<file path="src/rtl/nibble_pkg.sv">
// Shared types and defaults for the nibble serializer path.
package nibble_pkg;

    localparam int NIBBLE_W = 4;

    typedef enum logic [1:0] {
        NS_IDLE  = 2'd0,
        NS_CLEAR = 2'd1,
        NS_SHIFT = 2'd2
    } ns_state_t;

endpackage

</file>
<file path="src/rtl/nibble_shift_reg.sv">
// WIDTH-bit load/shift-left register with zero fill and MSB tap.
module nibble_shift_reg
    import nibble_pkg::*;
#(
    parameter int WIDTH = NIBBLE_W
) (
    input  logic             clk,
    input  logic             reset,
    input  logic             load,
    input  logic             shift,
    input  logic [WIDTH-1:0] din,
    output logic             msb
);

    logic [WIDTH-1:0] q;

    // A load on the last-bit cycle must win over that cycle's shift.
    always_ff @(posedge clk) begin
        if (reset) begin
            q <= '0;
        end else if (load) begin
            q <= din;
        end else if (shift) begin
            q <= {q[WIDTH-2:0], 1'b0};
        end
    end

    assign msb = q[WIDTH-1];

endmodule

</file>
<file path="src/rtl/nibble_serializer.sv">
// Serializes word pairs (A, B) MSB-first on two lock-step lines.
// NIBBLE_SER_CLEAR_EN adds a one-cycle ns_clear pulse ahead of each frame.
module nibble_serializer
    import nibble_pkg::*;
#(
    parameter int WIDTH = NIBBLE_W
) (
    input  logic             clk,
    input  logic             reset,
    input  logic             ns_valid,
    input  logic [WIDTH-1:0] ns_a,
    input  logic [WIDTH-1:0] ns_b,
    output logic             ns_ready,
    output logic             ns_bit_a,
    output logic             ns_bit_b,
    output logic             ns_bit_valid,
    output logic             ns_first,
    output logic             ns_last,
    output logic             ns_busy
`ifdef NIBBLE_SER_CLEAR_EN
    ,
    output logic             ns_clear
`endif
);

    localparam int CW = $clog2(WIDTH);

    ns_state_t     state;
    logic [CW-1:0] cnt;
    logic          accept;
    logic          shift_en;
    logic          msb_a;
    logic          msb_b;

    assign ns_ready = !reset && ((state == NS_IDLE) || ((state == NS_SHIFT) && (cnt == '0)));
    assign accept   = ns_valid && ns_ready;
    assign shift_en = (state == NS_SHIFT);

    nibble_shift_reg #(.WIDTH(WIDTH)) u_sa (
        .clk   (clk),
        .reset (reset),
        .load  (accept),
        .shift (shift_en),
        .din   (ns_a),
        .msb   (msb_a)
    );

    nibble_shift_reg #(.WIDTH(WIDTH)) u_sb (
        .clk   (clk),
        .reset (reset),
        .load  (accept),
        .shift (shift_en),
        .din   (ns_b),
        .msb   (msb_b)
    );

    // Registered flags are set for the state being entered, so they line up with it.
    always_ff @(posedge clk) begin
        if (reset) begin
            state        <= NS_IDLE;
            cnt          <= '0;
            ns_bit_valid <= 1'b0;
            ns_first     <= 1'b0;
            ns_last      <= 1'b0;
            ns_busy      <= 1'b0;
`ifdef NIBBLE_SER_CLEAR_EN
            ns_clear     <= 1'b0;
`endif
        end else begin
            if (accept) begin
                cnt     <= CW'(WIDTH - 1);
                ns_busy <= 1'b1;
                ns_last <= 1'b0;
`ifdef NIBBLE_SER_CLEAR_EN
                state        <= NS_CLEAR;
                ns_clear     <= 1'b1;
                ns_bit_valid <= 1'b0;
                ns_first     <= 1'b0;
`else
                state        <= NS_SHIFT;
                ns_bit_valid <= 1'b1;
                ns_first     <= 1'b1;
`endif
            end else begin
                case (state)
                    NS_CLEAR: begin
                        state        <= NS_SHIFT;
                        ns_bit_valid <= 1'b1;
                        ns_first     <= 1'b1;
                        ns_last      <= 1'b0;
                        ns_busy      <= 1'b1;
`ifdef NIBBLE_SER_CLEAR_EN
                        ns_clear     <= 1'b0;
`endif
                    end
                    NS_SHIFT: begin
                        if (cnt == '0) begin
                            state        <= NS_IDLE;
                            ns_bit_valid <= 1'b0;
                            ns_first     <= 1'b0;
                            ns_last      <= 1'b0;
                            ns_busy      <= 1'b0;
                        end else begin
                            cnt      <= cnt - 1'b1;
                            ns_first <= 1'b0;
                            ns_last  <= (cnt == CW'(1));
                        end
                    end
                    default: begin
                        state        <= NS_IDLE;
                        ns_bit_valid <= 1'b0;
                        ns_first     <= 1'b0;
                        ns_last      <= 1'b0;
                        ns_busy      <= 1'b0;
                    end
                endcase
            end
        end
    end

    // Shift registers still hold the word during CLEAR, so gate the taps.
    assign ns_bit_a = msb_a && ns_bit_valid;
    assign ns_bit_b = msb_b && ns_bit_valid;

endmodule

</file>
<file path="config.mk">
export PLATFORM = sky130hd
export DESIGN_NAME = nibble_serializer
export DESIGN_NICKNAME = d
export VERILOG_FILES = /design/src/rtl/nibble_pkg.sv /design/src/rtl/nibble_shift_reg.sv /design/src/rtl/nibble_serializer.sv
export SDC_FILE = /design/constraint.sdc
export NUM_CORES = 1
export LEC_CHECK = 0
export CELL_PAD_IN_SITES_DETAIL_PLACEMENT = 1
export CELL_PAD_IN_SITES_GLOBAL_PLACEMENT = 2
export CORE_UTILIZATION = 23
export DETAILED_ROUTE_END_ITERATION = 8
export GPL_ROUTABILITY_DRIVEN = 0
export HOLD_SLACK_MARGIN = 0.05
export PLACE_DENSITY = 0.76
export SLEW_MARGIN = 20
export SYNTH_ARGS = -nofsm -noshare
export SYNTH_HDL_FRONTEND = slang
export SYNTH_HIERARCHICAL = 1
export SYNTH_SLANG_ARGS = --single-unit
</file>
<file path="constraint.sdc">
create_clock -name clk -period 1.75 [get_ports clk]
set_clock_uncertainty 0.15 [all_clocks]
set_input_delay 0.2625 -clock clk [delete_from_list [all_inputs] [get_ports clk]]
set_output_delay 0.2625 -clock clk [all_outputs]
set_load 0.01 [all_outputs]
</file>
==> flow_metrics.env <==
export IMPL_clk_pin_slew_worst_paths_ns=0.08
export IMPL_hold_start="ns_b[0]"
export IMPL_setup_ws_ns=0.0795
export IMPL_min_period_over_period=0.955
export IMPL_async_flop_share=0
export IMPL_ff2ff_setup_slack_ns=0.08
export IMPL_path_max_fanout=5
export IMPL_routed_wl_um=1440
export IMPL_worst_path_max_delay_cell="dfxtp_2"
export IMPL_status="finished clean"
export IMPL_seq_area_frac_synth=0.441
export IMPL_ff2ff_path_depth=7
export IMPL_die_area_um2=2770
export IMPL_synthTopCellsByCount="dfxtp_1, a211oi_1, mux2i_1, nor2b_1, inv_1"
export IMPL_synth_fa_ha_area_frac=0.0424
export IMPL_die_h_um=52.7
export IMPL_synthesis_area_um2=591
export IMPL_start_util=0.255
export IMPL_synth_cell_types=19
export IMPL_reg2reg_to="u_sa/q[2]$_SDFFE_PP0P_"
export IMPL_critPathKind="reg -> reg"
export IMPL_hp_class="in -> reg"
export IMPL_cts_buffers=3
export IMPL_p_per_area_nw_per_um2=698
export IMPL_p_leak_nw=0.393
export IMPL_worstPathRequired_ns=1.79
export IMPL_setup_viol=0
export IMPL_fin_cells=119
export IMPL_fin_crit_ns=1.67
export IMPL_worstHoldEndpoint="u_sb/q[0]$_SDFFE_PP0P_"
export IMPL_core_area_um2=2320
export IMPL_cts_buffer_depth=2
export IMPL_vias_per_cell=4.54
export IMPL_synth_compound_area_share=0.140
export IMPL_rsz0062_at_grt="true"
export IMPL_crit_arrival_ns=1.71
export IMPL_final_core_util=0.424
export IMPL_yosysWarnings=6
export IMPL_yosysMostFrequentCell="dfxtp_1"
export IMPL_synth_top_family_by_area="simple AND/OR/NAND/NOR gates"
export IMPL_fmax_mhz=599
export IMPL_whs_path_depth=3
export IMPL_ant_nets=0
export IMPL_synthesis_instances=59
export IMPL_gr_total_overflow=0
export IMPL_n_antenna_cell=0
export IMPL_root_buffer="clkbuf_4"
export IMPL_avgSynthCellArea_um2=10.0
export IMPL_vias=540
export IMPL_fin_area_um2=982
export IMPL_synth_edf_count=0
export IMPL_setup_worst_path_end_class="flip-flop"
export IMPL_wl_per_cell_um=12.1
export IMPL_synth_top_area_frac=0.441
export IMPL_synth_mux_area_frac=0.102
export IMPL_place_area_um2=868
export IMPL_start_kind="flip-flop"
export IMPL_postSynthNetCount=72
export IMPL_cts_tree="done"
export IMPL_clock_latency_ns=0.27
export IMPL_grt_max_degree=9
export IMPL_grt_use_total=0.120
export IMPL_yosysTopAreaCell="dfxtp_1"
export IMPL_drv_cap=0
export IMPL_crit_chain="inv_2 > ha_4 > and2b_2 > nor3_4 > buf_6 > inv_4 > a211oi_2"
export IMPL_synth_ff_type="dfxtp_1"
export IMPL_ir_drop_mv=0.344
export IMPL_reg2reg_from="cnt[0]$_SDFFE_PP0P_"
export IMPL_drt_iter0_drc=3
export IMPL_drive_above_1_share=0.440
export IMPL_place_inst=113
export IMPL_finalHoldViolations=0
export IMPL_worst_pin_slew_ns=0.280
export IMPL_synthToLayoutAreaGrowth_pct=66.3
export IMPL_portBuffers=17
export IMPL_htree_levels=1
export IMPL_grt_pass1_vias=536
export IMPL_holdWs_ns=0.395
export IMPL_nFillCells=265
export IMPL_dp_hpwl_um=1090
export IMPL_netlist_top_cells_area="dfxtp_1, mux2i_1, a211oi_1, nor2b_1, ha_1"
export IMPL_firstDrtPassIters=4
export IMPL_max_stage_delay_ns=0.33
export IMPL_grt_pass1_wl_um=2350
export IMPL_drc=0
export IMPL_rows=17
export IMPL_slew_violations=0
export IMPL_yosys_area_share_simple=0.231
export IMPL_slew_headroom=0.813
export IMPL_die_width_um=52.7
export IMPL_nets=105
export IMPL_cts_sinks=13
export IMPL_antenna_found_initial=0
export IMPL_ys_ff_latch=13
export IMPL_post_place_ws_ns=-0.127
export IMPL_ios=18
export IMPL_synth_xor_area_frac=0
[worst max-delay path by stage]
stage / startpoint / end / slack (ns)
floorplan: ns_busy$_SDFFE_PP0P_ / u_sa/q[0]$_SDFFE_PP0P_ / 0.07
global placement: reset / ns_ready / -0.10
detailed placement: ns_valid / u_sa/q[2]$_SDFFE_PP0P_ / -0.13
CTS: cnt[1]$_SDFFE_PP0P_ / ns_ready / 0.03
global route: cnt[0]$_SDFFE_PP0P_ / u_sb/q[3]$_SDFFE_PP0P_ / -0.02
finish: cnt[0]$_SDFFE_PP0P_ / u_sa/q[2]$_SDFFE_PP0P_ / 0.08
[where the power goes]
part	total, mW	internal (mW)	switching, mW
Clock	0.179	0.0881	0.0911
Combinational	0.176	0.103	0.0736
Sequential	0.330	0.317	0.0132
[cells by family (layout without fill, tap and decap cells)]
family	after synthesis	in the layout
and+or+nand+nor	21	21
DFF	13	13
buffers and inverters	6	38
AOI/OAI and AO/OA	11	11
adders and majority gates	2	2
muxes	6	6
[stage by stage]
step | setup TNS (ns) | power, mW
2_1_floorplan | 0 | 0.401
3_3_place_gp | -0.553 | 0.479
3_5_place_dp | -0.632 | 0.483
4_1_cts | 0 | 0.671
5_1_grt | -0.0396 | 0.731
6_report | 0 | 0.686
[what timing repair did]
item,in CTS,in global routing
resized for setup,11,22
setup endpoints to repair,11,7
hold buffers,0,0
pin swaps,1,4
buffers inserted,1,1
[cell type report]
type,count,area (µm²),share of cell area
well taps,28,35.0,0.0357
flip-flops and latches,13,265,0.270
repair buffers,29,259,0.264
inverters,5,23.8,0.0242
multi-input cells,40,373,0.380
clock buffers,4,26.3,0.0268
[state kept, by name (all words and copies together) (netlist names)]
| name | cells |
|---|---|
| u_sa/q | 4 |
| u_sb/q | 4 |
| cnt | 2 |
| ns_busy | 1 |
| ns_first | 1 |
| ns_last | 1 |
[layout by cell type, fill, tap and decap left out, types with 2 or more instances in the layout]
| master | Yosys | routed |
|---|---|---|
| clkdlybuf4s50_1 | 0 | 13 |
| dfxtp_1 | 13 | 11 |
| buf_4 | 1 | 10 |
| mux2i_1 | 6 | 6 |
| nor2b_2 | 0 | 6 |
| a211oi_2 | 0 | 6 |
| a21oi_1 | 3 | 3 |
| clkbuf_4 | 0 | 3 |
| dlygate4sd2_1 | 0 | 3 |
| inv_2 | 0 | 2 |
| nor2_1 | 2 | 2 |
| and2_1 | 2 | 2 |
| nand2_1 | 2 | 2 |
| or3b_1 | 2 | 2 |
| inv_4 | 0 | 2 |
| buf_6 | 0 | 2 |
[critical path, delay by kind of cell (launching register included)]
| family | cells | cell delay (ns) |
|---|---|---|
| adders and majority gates | 1 | 0.13 |
| buffers and inverters | 3 | 0.26 |
| AOI/OAI and AO/OA | 1 | 0.20 |
| and+or+nand+nor | 2 | 0.52 |
| DFF | 1 | 0.33 |
[layer usage]
metal / vias to the layer above / GRT usage / wire (µm)
met1: 255 / 0.145 / 651
met3: 2 / 0.0261 / 46
li1: 272 / - / -
met4: 0 / 0.0658 / 13
met5: - / 0 / 0
met2: 11 / 0.196 / 729
Note: power is estimated with default switching activity, not from simulation.
